## src/rtl/uart_tx_periph.sv

```systemverilog
// APB slave UART transmitter: TX FIFO, programmable baud divider, 8N1 framing.
// Define UART_TX_PARITY_EN to insert an even-parity bit before STOP (8E1 framing).
module uart_tx_periph #(
  parameter int unsigned FIFO_DEPTH = 8,
  parameter int unsigned BAUD_RST   = 867
) (
  input  logic        PCLK,
  input  logic        PRESET,
  input  logic [3:0]  PADDR,
  input  logic        PWRITE,
  input  logic        PENABLE,
  input  logic [31:0] PWDATA,
  input  logic        PSEL,
  output logic [31:0] PRDATA,
  output logic        PREADY,
  output logic        tx,
  output logic        irq
);

  localparam int unsigned AW = $clog2(FIFO_DEPTH);
  localparam int unsigned CW = AW + 1;
  localparam int unsigned BW = 16;

  typedef enum logic [2:0] {
    ST_IDLE,
    ST_START,
    ST_DATA,
    ST_PARITY,
    ST_STOP
  } state_e;

  state_e        state_q, state_d;
  logic [BW-1:0] baud_cnt_q, baud_cnt_d;
  logic [BW-1:0] bauddiv_q, bauddiv_d;
  logic [2:0]    bit_idx_q, bit_idx_d;
  logic [7:0]    shift_q, shift_d;
  logic          tx_q, tx_d;
  logic          irq_q, irq_d;
  logic          pready_q, pready_d;
  logic [31:0]   prdata_q, prdata_d;
  logic          tx_en_q, tx_en_d;
  logic          irq_en_q, irq_en_d;
  logic          ovf_q, ovf_d;
  logic [AW-1:0] wr_ptr_q, wr_ptr_d;
  logic [AW-1:0] rd_ptr_q, rd_ptr_d;
  logic [CW-1:0] count_q, count_d;
  logic [7:0]    mem_q [FIFO_DEPTH];
  logic [7:0]    mem_d [FIFO_DEPTH];
`ifdef UART_TX_PARITY_EN
  logic          parity_q, parity_d;
`endif

  logic          access, wr_acc, rd_acc;
  logic          push_req, push_ok, pop;
  logic          fifo_empty, fifo_full, busy, bit_done;
  logic [3:0]    count_sat;
  logic [31:0]   rdata;
  logic [7:0]    head;
  logic          unused_bits;

  assign access     = PSEL && PENABLE && !pready_q;
  assign wr_acc     = access && PWRITE;
  assign rd_acc     = access && !PWRITE;
  assign fifo_empty = (count_q == '0);
  assign fifo_full  = (count_q == CW'(FIFO_DEPTH));
  assign busy       = (state_q != ST_IDLE);
  assign bit_done   = (baud_cnt_q == '0);
  assign head       = mem_q[rd_ptr_q];
  assign push_req   = wr_acc && (PADDR[3:2] == 2'd2);
  // Push is judged on the pre-edge count, so a full FIFO drops even if a pop coincides.
  assign push_ok    = push_req && !fifo_full;
  assign pop        = (state_q == ST_IDLE) && tx_en_q && !fifo_empty;
  assign count_sat  = (32'(count_q) > 32'd15) ? 4'd15 : 4'(count_q);
  assign unused_bits = ^{PADDR[1:0], PWDATA[31:16]};

  assign PRDATA = prdata_q;
  assign PREADY = pready_q;
  assign tx     = tx_q;
  assign irq    = irq_q;

  // APB register file, read mux and FIFO bookkeeping.
  always_comb begin
    pready_d  = access;
    prdata_d  = prdata_q;
    tx_en_d   = tx_en_q;
    irq_en_d  = irq_en_q;
    bauddiv_d = bauddiv_q;
    ovf_d     = ovf_q;
    wr_ptr_d  = wr_ptr_q;
    rd_ptr_d  = rd_ptr_q;
    count_d   = count_q;
    mem_d     = mem_q;
    rdata     = '0;

    unique case (PADDR[3:2])
      2'd0:    rdata = {30'd0, irq_en_q, tx_en_q};
      2'd1:    rdata = {24'd0, count_sat, ovf_q, busy, fifo_empty, fifo_full};
      2'd2:    rdata = '0;
      default: rdata = {16'd0, bauddiv_q};
    endcase

    if (rd_acc) begin
      prdata_d = rdata;
    end else if (wr_acc) begin
      prdata_d = '0;
    end

    if (wr_acc) begin
      unique case (PADDR[3:2])
        2'd0: begin
          tx_en_d  = PWDATA[0];
          irq_en_d = PWDATA[1];
        end
        2'd1: if (PWDATA[3]) ovf_d = 1'b0;
        2'd2: ;
        default: bauddiv_d = PWDATA[15:0];
      endcase
    end

    if (push_req && fifo_full) ovf_d = 1'b1;

    if (push_ok) begin
      mem_d[wr_ptr_q] = PWDATA[7:0];
      wr_ptr_d        = wr_ptr_q + AW'(1);
    end
    if (pop) rd_ptr_d = rd_ptr_q + AW'(1);

    unique case ({push_ok, pop})
      2'b10:   count_d = count_q + CW'(1);
      2'b01:   count_d = count_q - CW'(1);
      default: count_d = count_q;
    endcase

    irq_d = irq_en_q && fifo_empty && !busy;
  end

  // Transmit FSM; tx is registered from the current state, so the line lags the state by one cycle.
  always_comb begin
    state_d    = state_q;
    baud_cnt_d = baud_cnt_q;
    bit_idx_d  = bit_idx_q;
    shift_d    = shift_q;
    tx_d       = 1'b1;
`ifdef UART_TX_PARITY_EN
    parity_d   = parity_q;
`endif

    unique case (state_q)
      ST_IDLE: begin
        if (pop) begin
          shift_d    = head;
          baud_cnt_d = bauddiv_q;
          bit_idx_d  = 3'd0;
          state_d    = ST_START;
`ifdef UART_TX_PARITY_EN
          parity_d   = ^head;
`endif
        end
      end
      ST_START: begin
        tx_d = 1'b0;
        if (bit_done) begin
          baud_cnt_d = bauddiv_q;
          state_d    = ST_DATA;
        end else begin
          baud_cnt_d = baud_cnt_q - BW'(1);
        end
      end
      ST_DATA: begin
        tx_d = shift_q[0];
        if (bit_done) begin
          baud_cnt_d = bauddiv_q;
          shift_d    = {1'b0, shift_q[7:1]};
          bit_idx_d  = bit_idx_q + 3'd1;
          if (bit_idx_q == 3'd7) begin
`ifdef UART_TX_PARITY_EN
            state_d = ST_PARITY;
`else
            state_d = ST_STOP;
`endif
          end
        end else begin
          baud_cnt_d = baud_cnt_q - BW'(1);
        end
      end
`ifdef UART_TX_PARITY_EN
      ST_PARITY: begin
        tx_d = parity_q;
        if (bit_done) begin
          baud_cnt_d = bauddiv_q;
          state_d    = ST_STOP;
        end else begin
          baud_cnt_d = baud_cnt_q - BW'(1);
        end
      end
`endif
      ST_STOP: begin
        tx_d = 1'b1;
        if (bit_done) begin
          state_d = ST_IDLE;
        end else begin
          baud_cnt_d = baud_cnt_q - BW'(1);
        end
      end
      default: state_d = ST_IDLE;
    endcase
  end

  always_ff @(posedge PCLK) begin
    if (PRESET) begin
      state_q    <= ST_IDLE;
      baud_cnt_q <= '0;
      bauddiv_q  <= BW'(BAUD_RST);
      bit_idx_q  <= '0;
      shift_q    <= '0;
      tx_q       <= 1'b1;
      irq_q      <= 1'b0;
      pready_q   <= 1'b0;
      prdata_q   <= '0;
      tx_en_q    <= 1'b0;
      irq_en_q   <= 1'b0;
      ovf_q      <= 1'b0;
      wr_ptr_q   <= '0;
      rd_ptr_q   <= '0;
      count_q    <= '0;
`ifdef UART_TX_PARITY_EN
      parity_q   <= 1'b0;
`endif
    end else begin
      state_q    <= state_d;
      baud_cnt_q <= baud_cnt_d;
      bauddiv_q  <= bauddiv_d;
      bit_idx_q  <= bit_idx_d;
      shift_q    <= shift_d;
      tx_q       <= tx_d;
      irq_q      <= irq_d;
      pready_q   <= pready_d;
      prdata_q   <= prdata_d;
      tx_en_q    <= tx_en_d;
      irq_en_q   <= irq_en_d;
      ovf_q      <= ovf_d;
      wr_ptr_q   <= wr_ptr_d;
      rd_ptr_q   <= rd_ptr_d;
      count_q    <= count_d;
`ifdef UART_TX_PARITY_EN
      parity_q   <= parity_d;
`endif
    end
  end

  // FIFO storage needs no reset; pointers and count define its contents.
  always_ff @(posedge PCLK) begin
    mem_q <= mem_d;
  end

endmodule

```

## config.mk

```make
export PLATFORM = sky130hd
export DESIGN_NAME = uart_tx_periph
export DESIGN_NICKNAME = d
export VERILOG_FILES = /design/src/rtl/uart_tx_periph.sv
export SDC_FILE = /design/constraint.sdc
export NUM_CORES = 1
export LEC_CHECK = 0
export ABC_AREA = 0
export ABC_CLOCK_PERIOD_IN_PS = 2750
export CORE_MARGIN = 2
export CORE_UTILIZATION = 52
export CTS_BUF_LIST = sky130_fd_sc_hd__clkbuf_8
export DETAILED_ROUTE_END_ITERATION = 12
export GPL_TIMING_DRIVEN = 0
export PLACE_DENSITY = 0.78
export SYNTH_ARGS = -nofsm -noshare
export SYNTH_HDL_FRONTEND = slang
export SYNTH_SLANG_ARGS = --single-unit
```

## constraint.sdc

```tcl
create_clock -name PCLK -period 2.75 [get_ports PCLK]
set_clock_uncertainty 0.1 [all_clocks]
set_input_delay 0.275 -clock PCLK [delete_from_list [all_inputs] [get_ports PCLK]]
set_output_delay 0.275 -clock PCLK [all_outputs]
set_load 0.005 [all_outputs]
```

; ---- Word level (Yosys, flattened, before mapping)
; Cells that the tools add are included.
[classes]
add_sub_neg = 6
order_cmp = 3
eq_ne = 15
mux = 31
bitwise_logic = 3
n_reduce_logical = 37
[ops]
columns = op, n
row1 = case mux 16 bit (3 select lines), 2
row2 = bitwise mux 64 bit, 1
row3 = two-way mux 32 bit, 2
row4 = two-way mux 16 bit, 3
row5 = two-way mux 8 bit, 5
row6 = binary-select mux 8 bit (select 3 bit), 1
row7 = demux 8 bit (select 3 bit), 1
row8 = two-way mux 3 bit, 7
row9 = zero test 16 bit, 1
row10 = case mux 8 bit (2 select lines), 1
row11 = "subtractor 16 x 1 -> 16 bit, second input constant", 1
row12 = logical AND 1 bit, 12
row13 = "inequality test 2 bit, second input constant", 6
row14 = case mux 3 bit (4 select lines), 1
row15 = nonzero test 2 bit, 6
row16 = "adder 3 x 1 -> 3 bit, second input constant", 3
row17 = AND reduction 3 bit, 3
row18 = "greater-or-equal comparator 4 bit, second input constant", 2
row19 = inverter 3 -> 4 bit, 2
row20 = case mux 4 bit (2 select lines), 1
row21 = "== test 3 bit, second input constant", 2
row22 = case mux 3 bit (2 select lines), 1
row23 = nonzero test 3 bit, 2
row24 = zero test 1 bit, 5
row25 = 18 further kinds, 24
[totals]
reg_bits = 158
output_inout_bits = 35

; ---- Logic depth before layout (Yosys ltp)
; Gate-level depths: netlist of the first run.
[logic_depth]
depth_word = 7
ltp_mapped = 11
ltp_nobuf = 10

; ---- Least setup slack after synthesis of the first run
; No wires, ideal clock.
[synth_timing]
kind = register to register
from = reg count_q[1]
to = reg count_q[2]
arrival_time_ns = 2.718
required_time_ns = 2.580
setup_slack_ns = -0.139
path_stages_with_launch = 12
n_path_buf = 1
period_less_slack_ns = 2.889
cell_sequence = dfxtp_1 clkbuf_1 nor4b_1 nor4b_1 inv_1 ha_1 xor2_1 ha_1 a21oi_1 xor2_1 or3_1 a21oi_1
[synth_between]
elab_chain_cells = 5
word_cells_on_any_way = 12
cone_classes = add/sub: 2 / eq/ne: 3 / mux: 1 / reduce/logical: 6
[synth_rtl]
columns = element, line_no
row1 = "start, declared", 46  ; logic [CW-1:0] count_q, count_d;
row2 = "start signal, assigned", 244  ; count_q <= count_d;
row3 = == test 4 bit / zero test 4 bit (equally long branches), "65, 64"
row4 = zero test 1 bit (on tied branches), "71, 72"
row5 = logical AND 1 bit (on tied branches), "71, 72"
row6 = == test 2 x 1 -> 1 bit / == test 2 bit (equally long branches), 128  ; unique case ({push_ok, pop})
row7 = case mux 4 bit (2 select lines) / nonzero test 2 bit (equally long branches), --
; Parallel ways exist; a longest one is shown, timed or not.
; A chain may end at the register's enable or synchronous reset.

; ---- Worst setup path in the final report of the first run
[layout_timing]
from = reg count_q[2]
to = reg baud_cnt_q[6]
[layout_between]
elab_chain_cells = 5
[layout_rtl]
columns = element, line_no
row1 = zero test 4 bit, 64  ; assign fifo_empty = (count_q == '0);
row2 = zero test 1 bit, 72  ; assign pop = (state_q == ST_IDLE) && tx_en_q && !fifo_empty;
row3 = logical AND 1 bit, 72
row4 = inequality test 2 bit (no line), --
row5 = AND reduction 3 bit (no line), --
row6 = "end signal, assigned", 231  ; baud_cnt_q <= baud_cnt_d;
row7 = "end, declared", 33  ; logic [BW-1:0] baud_cnt_q, baud_cnt_d;
; No other way between the ends.

==> results by group, run 1 <==
Global routing
  • Vias in the first global route: 4647
  • First-pass GRT wire length: 23.5 mm
  • Largest net degree at the start of global routing: 17
  • Grt ovf: 0
  • GRT Util Overall: 23.6%
  • Initial antenna violation count: 0

Floorplanning
  • Initial Util: 53.0%
  • Core footprint: approximately 12000 µm²
  • FP Rows: 40
  • Die Height: roughly 110 µm
  • Die Span X: between 100 and 150 µm
  • DIE AREA: 13000 µm²
  • Io pins: 76

STA
  • Slew headroom: 35.2%
  • Final setup viols: 0
  • Fin. Hold Viols: 0
  • Fmax: 372 MHz
  • Period utilization: 97.7%
  • Fin Setup TNS: 0 ns
  • Worst-Margin Slew: 0.968 ns
  • Slew Limit Fails: 0
  • Min Clock Period, post-route: 2.69 ns

Placement
  • Gpl congestion: 0.866
  • DP HPWL: just over 10 mm
  • Port Buf Inserts: between 40 and 50

Run status
  • Outcome: complete, no violations

Drt
  • DR pass1 iterations: 6
  • Drt first-iter violations: 396
  • WL/cell: roughly 18 µm
  • Residual DRC: 0
  • Vias: 4772
  • Vias per cell: approximately 5.9
  • Routed wire length: 14.8 mm
  • Routed Antenna Nets: 0

Cells and area
  • Diodes inserted: 0
  • Synth-to-Final Area Change: 17.4%
  • Fillers: between 900 and 1000
  • Share of cells above drive strength 1: between 10% and 20%
  • Final nets: 692
  • Final core utilization: between 60% and 70%

Synthesis
  • Count of unique library cells instantiated by Yosys: 56
  • EDFF count, synth: 64
  • Synth Instances: 567
  • Post-synthesis async set-or-reset flop share: 0%
  • Register area share after synthesis: roughly 55%
  • Mapped Area: 6310 µm²
  • Seq cells post-synth: approximately 140
  • Synthesized area per cell: roughly 11 µm²
  • Yosys warnings: 0
  • Commonest register cell after synthesis: dfxtp_1

Power and ir drop
  • PwrDens: just over 500 nW/µm²
  • Pleak: around 2.6 nW
  • Worst vdd ir: roughly 0.28 mV

Setup path
  • Critical Path, Cell by Cell: clkbuf_2, o41ai_4, buf_4, a211o_1, and2_1, clkbuf_1, a21o_1, buf_2, o32ai_1
  • CP Data Arrival Time: ~2.9 ns
  • Max incr delay on CP: slightly above 0.5 ns
  • Slowest cell on crit path: o41ai_4
  • Crit path buffers/inverters: 4
  • Startpoint types: register
  • Crit. End Element: register
  • CP required: just under 3 ns
  • Critical Path Fanout Max: 10
  • Crit path kind: register to register
  • Family with the most delay on the worst path: compound AO/OA/AOI/OAI gates

Hold path
  • Hold Path Class: input pin to register

Job
  • Total of max-cap violations: 0

Clock network
  • H-Tree Depth: 4
  • CTS max path bufs: 2
  • CTS tree: yes
  • Sink Count: ~140
  • Cts bufs inserted: 17
  • Clk pin slew, worst setup/hold paths: 0.08 ns
  • Root buffer cell: clkbuf_8
  • Latest clock arrival within the worst-skew pair: between 0.4 and 0.5 ns
  • Hold-fix buffers, CTS: 0
synthesized netlist by cell type (2+ instances only):
cell	n	area, µm²
dfxtp_1	78	1560
edfxtp_1	64	1920
nand2_1	51	191
nor2_1	47	176
a21oi_1	34	170
clkbuf_1	25	93.8
mux2i_1	22	220
a22oi_1	20	150
nor3_1	19	95.1
inv_1	18	67.6
buf_4	16	120
mux4_2	16	360
nand3b_1	16	120
o21ai_0	12	60.1
o32ai_1	12	105
buf_2	9	45.0
ha_1	8	100
or3_1	8	50.1
nand3_1	6	30.0
xor2_1	6	52.6
a222oi_1	5	50.1
a2bb2oi_1	5	43.8
nor3b_1	5	37.5
nor4_1	5	31.3
a211oi_1	4	30.0
a31oi_1	4	25.0
and2_1	4	25.0
nor2b_1	4	25.0
a21o_1	3	22.5
nand2b_1	3	18.8
nand4_1	3	18.8
or4_1	3	22.5
and3b_1	2	17.5
buf_6	2	22.5
mux2_2	2	22.5
nor4b_1	2	17.5
o211ai_1	2	15.0
o22ai_1	2	12.5
o2bb2ai_1	2	17.5
or4_4	2	22.5
what timing repair did:
item | CTS | global route
pin swaps | 2 | 4
gates cloned | 0 | 0
setup endpoints to repair | 45 | 14
setup buffers | 1 | 2
resized for setup | 12 | 6
per-layer routing:
layer  GRT usage [%]  part of all wire (%)  up-vias
li1                -                     -     2228
met1            31.2                    42     2318
met2            38.8                    49      211
met3            5.45                   7.4       15
met4            7.80                   1.2        0
met5               0                     0        -
stage by stage:
| stage | cells | hold slack (ns) | total power [mW] | area, µm² | worst slack, ns |
|---|---|---|---|---|---|
| 4_1_cts | 803 | 0.272 | 3.79 | 7370 | 0.0262 |
| 3_3_place_gp | 770 | 0.343 | 2.41 | 6970 | -0.753 |
| 5_1_grt | 803 | 0.287 | 3.90 | 7410 | -0.00526 |
| 3_5_place_dp | 770 | 0.348 | 2.42 | 6980 | -0.743 |
| 2_1_floorplan | 582 | 0.272 | 2.34 | 6370 | 0.0966 |
| 6_report | 803 | 0.296 | 3.78 | 7410 | 0.0629 |
worst register-to-register path, cell delays in order (launching register included):
cell and delay (ns):
dfxtp_1 0.30, clkbuf_2 0.20, o41ai_4 0.51, buf_4 0.20, a211o_1 0.15, and2_1 0.12
clkbuf_1 0.24, a21o_1 0.34, buf_2 0.31, o32ai_1 0.12
logic make-up after synthesis:
group,share of synthesized area (%)
buffers and inverters,5.59
adders and majority gates,1.59
AOI/OAI and AO/OA,12.0
xor gates and xnor gates,0.972
DFF,55.2
and+or+nand+nor,15.0
other,0.0594
muxes,9.56
cells in the final DEF (no fill, tap or decap), drive strengths merged, types with 5 or more instances in the layout:
cell type	n
dfxtp	78
edfxtp	64
nand2	51
nor2	47
clkdlybuf4s50	41
clkbuf	40
a21oi	34
buf	31
mux2i	22
a22oi	21
inv	21
nor3	19
nand3b	16
mux4	16
conb	16
o21ai	13
o32ai	12
or3	8
ha	8
clkinv	7
xor2	6
nand3	6
a2bb2oi	5
nor4	5
a222oi	5
and2	5
nor3b	5
or4	5
clkinvlp	5
power breakdown:
group | switching, mW | internal (mW) | total, mW
Combinational | 0.0874 | 0.0716 | 0.159
Clock | 0.791 | 0.613 | 1.40
Sequential | 0.00756 | 2.21 | 2.22
final cells by class:
class	count	area, µm²	area share, %
flip-flops and latches	142	3480	47.0
multi-input cells	369	2630	35.5
repair buffers	44	433	5.84
clock buffers	17	234	3.16
clock inverters	15	97.6	1.32
well taps	147	184	2.48
plain buffers	51	282	3.80
inverters	18	67.6	0.912
state kept, by name, indices dropped and copies added (netlist names), 3 cells and up:
signal      cells
shift_q         8
baud_cnt_q     16
rd_ptr_q        3
count_q         4
mem_q          64
bauddiv_q      16
PRDATA         16
state_q         3
bit_idx_q       3
wr_ptr_q        3
path summary, 6_finish.rpt:
check                           cells after the start  slack (ns)                     from                    endpoint
worst max-delay path                                9        0.06  count_q[2]$_SDFFE_PP0P_  baud_cnt_q[6]$_SDFFE_PP0P_
worst min register to register                      2        0.36   PRDATA[0]$_SDFFE_PP0P_      PRDATA[0]$_SDFFE_PP0P_
worst min-delay path                                3        0.30               PWDATA[13]  bauddiv_q[13]$_SDFFE_PP0P_
worst max register to register                      9        0.06  count_q[2]$_SDFFE_PP0P_  baud_cnt_q[6]$_SDFFE_PP0P_
Note: power is estimated with default switching activity, not from simulation.
==> run 2: changes to the inputs <==
--- a/config.mk
+++ b/config.mk
@@ -7,12 +7,14 @@
 export LEC_CHECK = 0
 export ABC_AREA = 0
 export ABC_CLOCK_PERIOD_IN_PS = 2750
+export CAP_MARGIN = 20
 export CORE_MARGIN = 2
 export CORE_UTILIZATION = 52
 export CTS_BUF_LIST = sky130_fd_sc_hd__clkbuf_8
 export DETAILED_ROUTE_END_ITERATION = 12
 export GPL_TIMING_DRIVEN = 0
 export PLACE_DENSITY = 0.78
+export REMOVE_ABC_BUFFERS = 1
 export SYNTH_ARGS = -nofsm -noshare
 export SYNTH_HDL_FRONTEND = slang
 export SYNTH_SLANG_ARGS = --single-unit
==> run 2 against run 1 <==
  * Combinational power decreased by 18%
  * Largest cell class unchanged
  * Fmax up 3.8%
  * Core utilization fell by 0.91 points
  * Die area did not move
  * Register-to-register slack improved by 0.097 ns
  * Sequential share of layout area grew 0.75 points
  * Total power rose by 6.6%
  * Critical endpoint is now count_q[2]$_SDFFE_PP0P_
  * Critical path type unchanged
  * Cell count is 5.1% lower
==> results by group, run 2 (synthesized netlist as in run 1, its figures left out) <==
Drt
  • Drt first-iter violations: between 400 and 500
  • DR pass1 iterations: 7
  • WL/cell: approximately 18 µm
  • Vias per cell: 5.94
  • Routed wire length: around 14 mm
  • Routed Antenna Nets: 0
  • Residual DRC: 0
  • Vias: 4530

Cells and area
  • Diodes inserted: 0
  • Commonest non-fill, non-tap cell in the layout: dfxtp_1
  • Synth-to-Final Area Change: 15.7%
  • Most frequent cells in the layout: dfxtp_1, edfxtp_1, nand2_1
  • Largest register FFs: 64
  • Share of cells above drive strength 1: 12.7%
  • Sequential Area: 3490 µm²
  • Largest Register: mem_q
  • Multi-input logic area: between 2000 and 3000 µm²
  • Final nets: between 600 and 700
  • Fillers: 905

Job
  • Total of max-cap violations: 0

STA
  • Worst-Margin Slew: between 0.8 and 0.9 ns
  • Worst setup margin: about 0.16 ns
  • WHS: 0.195 ns
  • Slew headroom: 41.9%
  • Period utilization: a little over nine tenths
  • Min Clock Period, post-route: about 2.6 ns
  • Fmax: between 300 and 400 MHz
  • Final setup viols: 0
  • Fin. Hold Viols: 0
  • Slew Limit Fails: 0
  • RSZ-0062 raised after global routing: false

Global routing
  • Largest net degree at the start of global routing: 54
  • Initial antenna violation count: 0
  • Vias in the first global route: between 4000 and 5000
  • First-pass GRT wire length: between 20 and 25 mm
  • Global route hottest layer: met2
  • GRT met1 Usage: a little under 30%
  • Grt ovf: 0
  • GRT Util Overall: around 21%
  • GR Layer Usage met3: under 10%
  • Met2 Track Usage GR: roughly a third

Power and ir drop
  • PwrDens: 552 nW/µm²
  • Pleak: around 2.5 nW
  • Worst vdd ir: ~0.43 mV
  • Total power: 4.03 mW

Clock network
  • H-Tree Depth: 4
  • CTS max path bufs: 2
  • Root buffer cell: clkbuf_8
  • Latest clock arrival within the worst-skew pair: ~0.44 ns
  • Hold-fix buffers, CTS: 0
  • Sink Count: 142
  • CTS tree: yes
  • Cts bufs inserted: 17
  • Clk pin slew, worst setup/hold paths: 0.08 ns

Setup path
  • Crit path buffers/inverters: 1
  • R2R depth: 10
  • Family with the most delay on the worst path: simple AND/OR/NAND/NOR gates
  • Crit path kind: register to register
  • Crit. End Element: register
  • Critical Path Fanout Max: 6
  • Max incr delay on CP: roughly 0.35 ns
  • Startpoint types: register
  • CP Data Arrival Time: 2.85 ns
  • CP required: around 3 ns
  • Critical Path, Cell by Cell: nand4b_1, nor4b_2, inv_1, ha_1, xor2_1, ha_1, a21oi_1, xor2_1, or3_1, a21oi_1
  • Slowest cell on crit path: dfxtp_1
  • Levels on crit path: 10

Run status
  • Outcome: complete, no violations

Floorplanning
  • Die Span X: ~110 µm
  • FP Rows: 40
  • DIE AREA: between 10000 and 15000 µm²
  • Die Height: ~110 µm
  • Io pins: 76
  • Core footprint: 11900 µm²
  • Initial Util: 53.0%

Placement
  • Setup WS pre-CTS: -0.825 ns
  • Port Buf Inserts: 41
  • Gpl congestion: around 0.84
  • DP HPWL: between 9 and 10 mm

Hold path
  • Hold depth: 2
  • Hold Path Class: input pin to register
## run 2: stage by stage
stage               util (%)  std cells  instance area [µm²]  TNS [ns]
finish                  61.3        762                 7300         0
global placement        56.0        717                 6680    -69.78
CTS                     61.0        760                 7260         0
detailed placement      56.8        724                 6760    -44.36
floorplan                  -        529                 6080   -0.0172
global route            61.3        762                 7300         0
## run 2: layout make-up
cell class	count	share of cell area, %
Sequential cell	142	47.8
Multi-Input combinational cell	370	36.0
Timing Repair Buffer	53	7.22
Clock buffer	17	3.20
Tap cell	147	2.52
Clock inverter	15	2.38
Inverter	18	0.925
## run 2: timing repair
action / CTS / global route
setup endpoints to repair: 90 / 34
gates resized for setup: 11 / 6
gates cloned: 0 / 1
buffers inserted: 4 / 1
pin swaps: 2 / 0
## run 2: worst reg2reg max path, stage by stage (launching register included)
cell      delay, ns
dfxtp_1        0.35
nand4b_1       0.22
nor4b_2        0.35
inv_1          0.16
ha_1           0.30
xor2_1         0.17
ha_1           0.19
a21oi_1        0.14
xor2_1         0.10
or3_1          0.31
a21oi_1        0.13
## run 2: final timing paths
check / start / endpoint / slack (ns)
setup / recovery: PREADY$_SDFF_PP0_ / count_q[2]$_SDFFE_PP0P_ / 0.16
hold / removal: PRESET / bit_idx_q[0]$_SDFFE_PP0P_ / 0.20
setup reg to reg: PREADY$_SDFF_PP0_ / count_q[2]$_SDFFE_PP0P_ / 0.16
hold reg to reg: bit_idx_q[1]$_SDFFE_PP0P_ / bit_idx_q[1]$_SDFFE_PP0P_ / 0.36
## run 2: routing by layer
layer | up-vias | share of wire (%)
met5 | - | 0
met4 | 0 | 1.2
met3 | 17 | 4.6
met2 | 135 | 49
met1 | 2230 | 45
li1 | 2148 | -
## run 2: report_power, final
part	internal (mW)	switching, mW
combinational	0.0553	0.0754
sequential	2.21	0.00847
clock	0.893	0.785
total	3.16	0.869
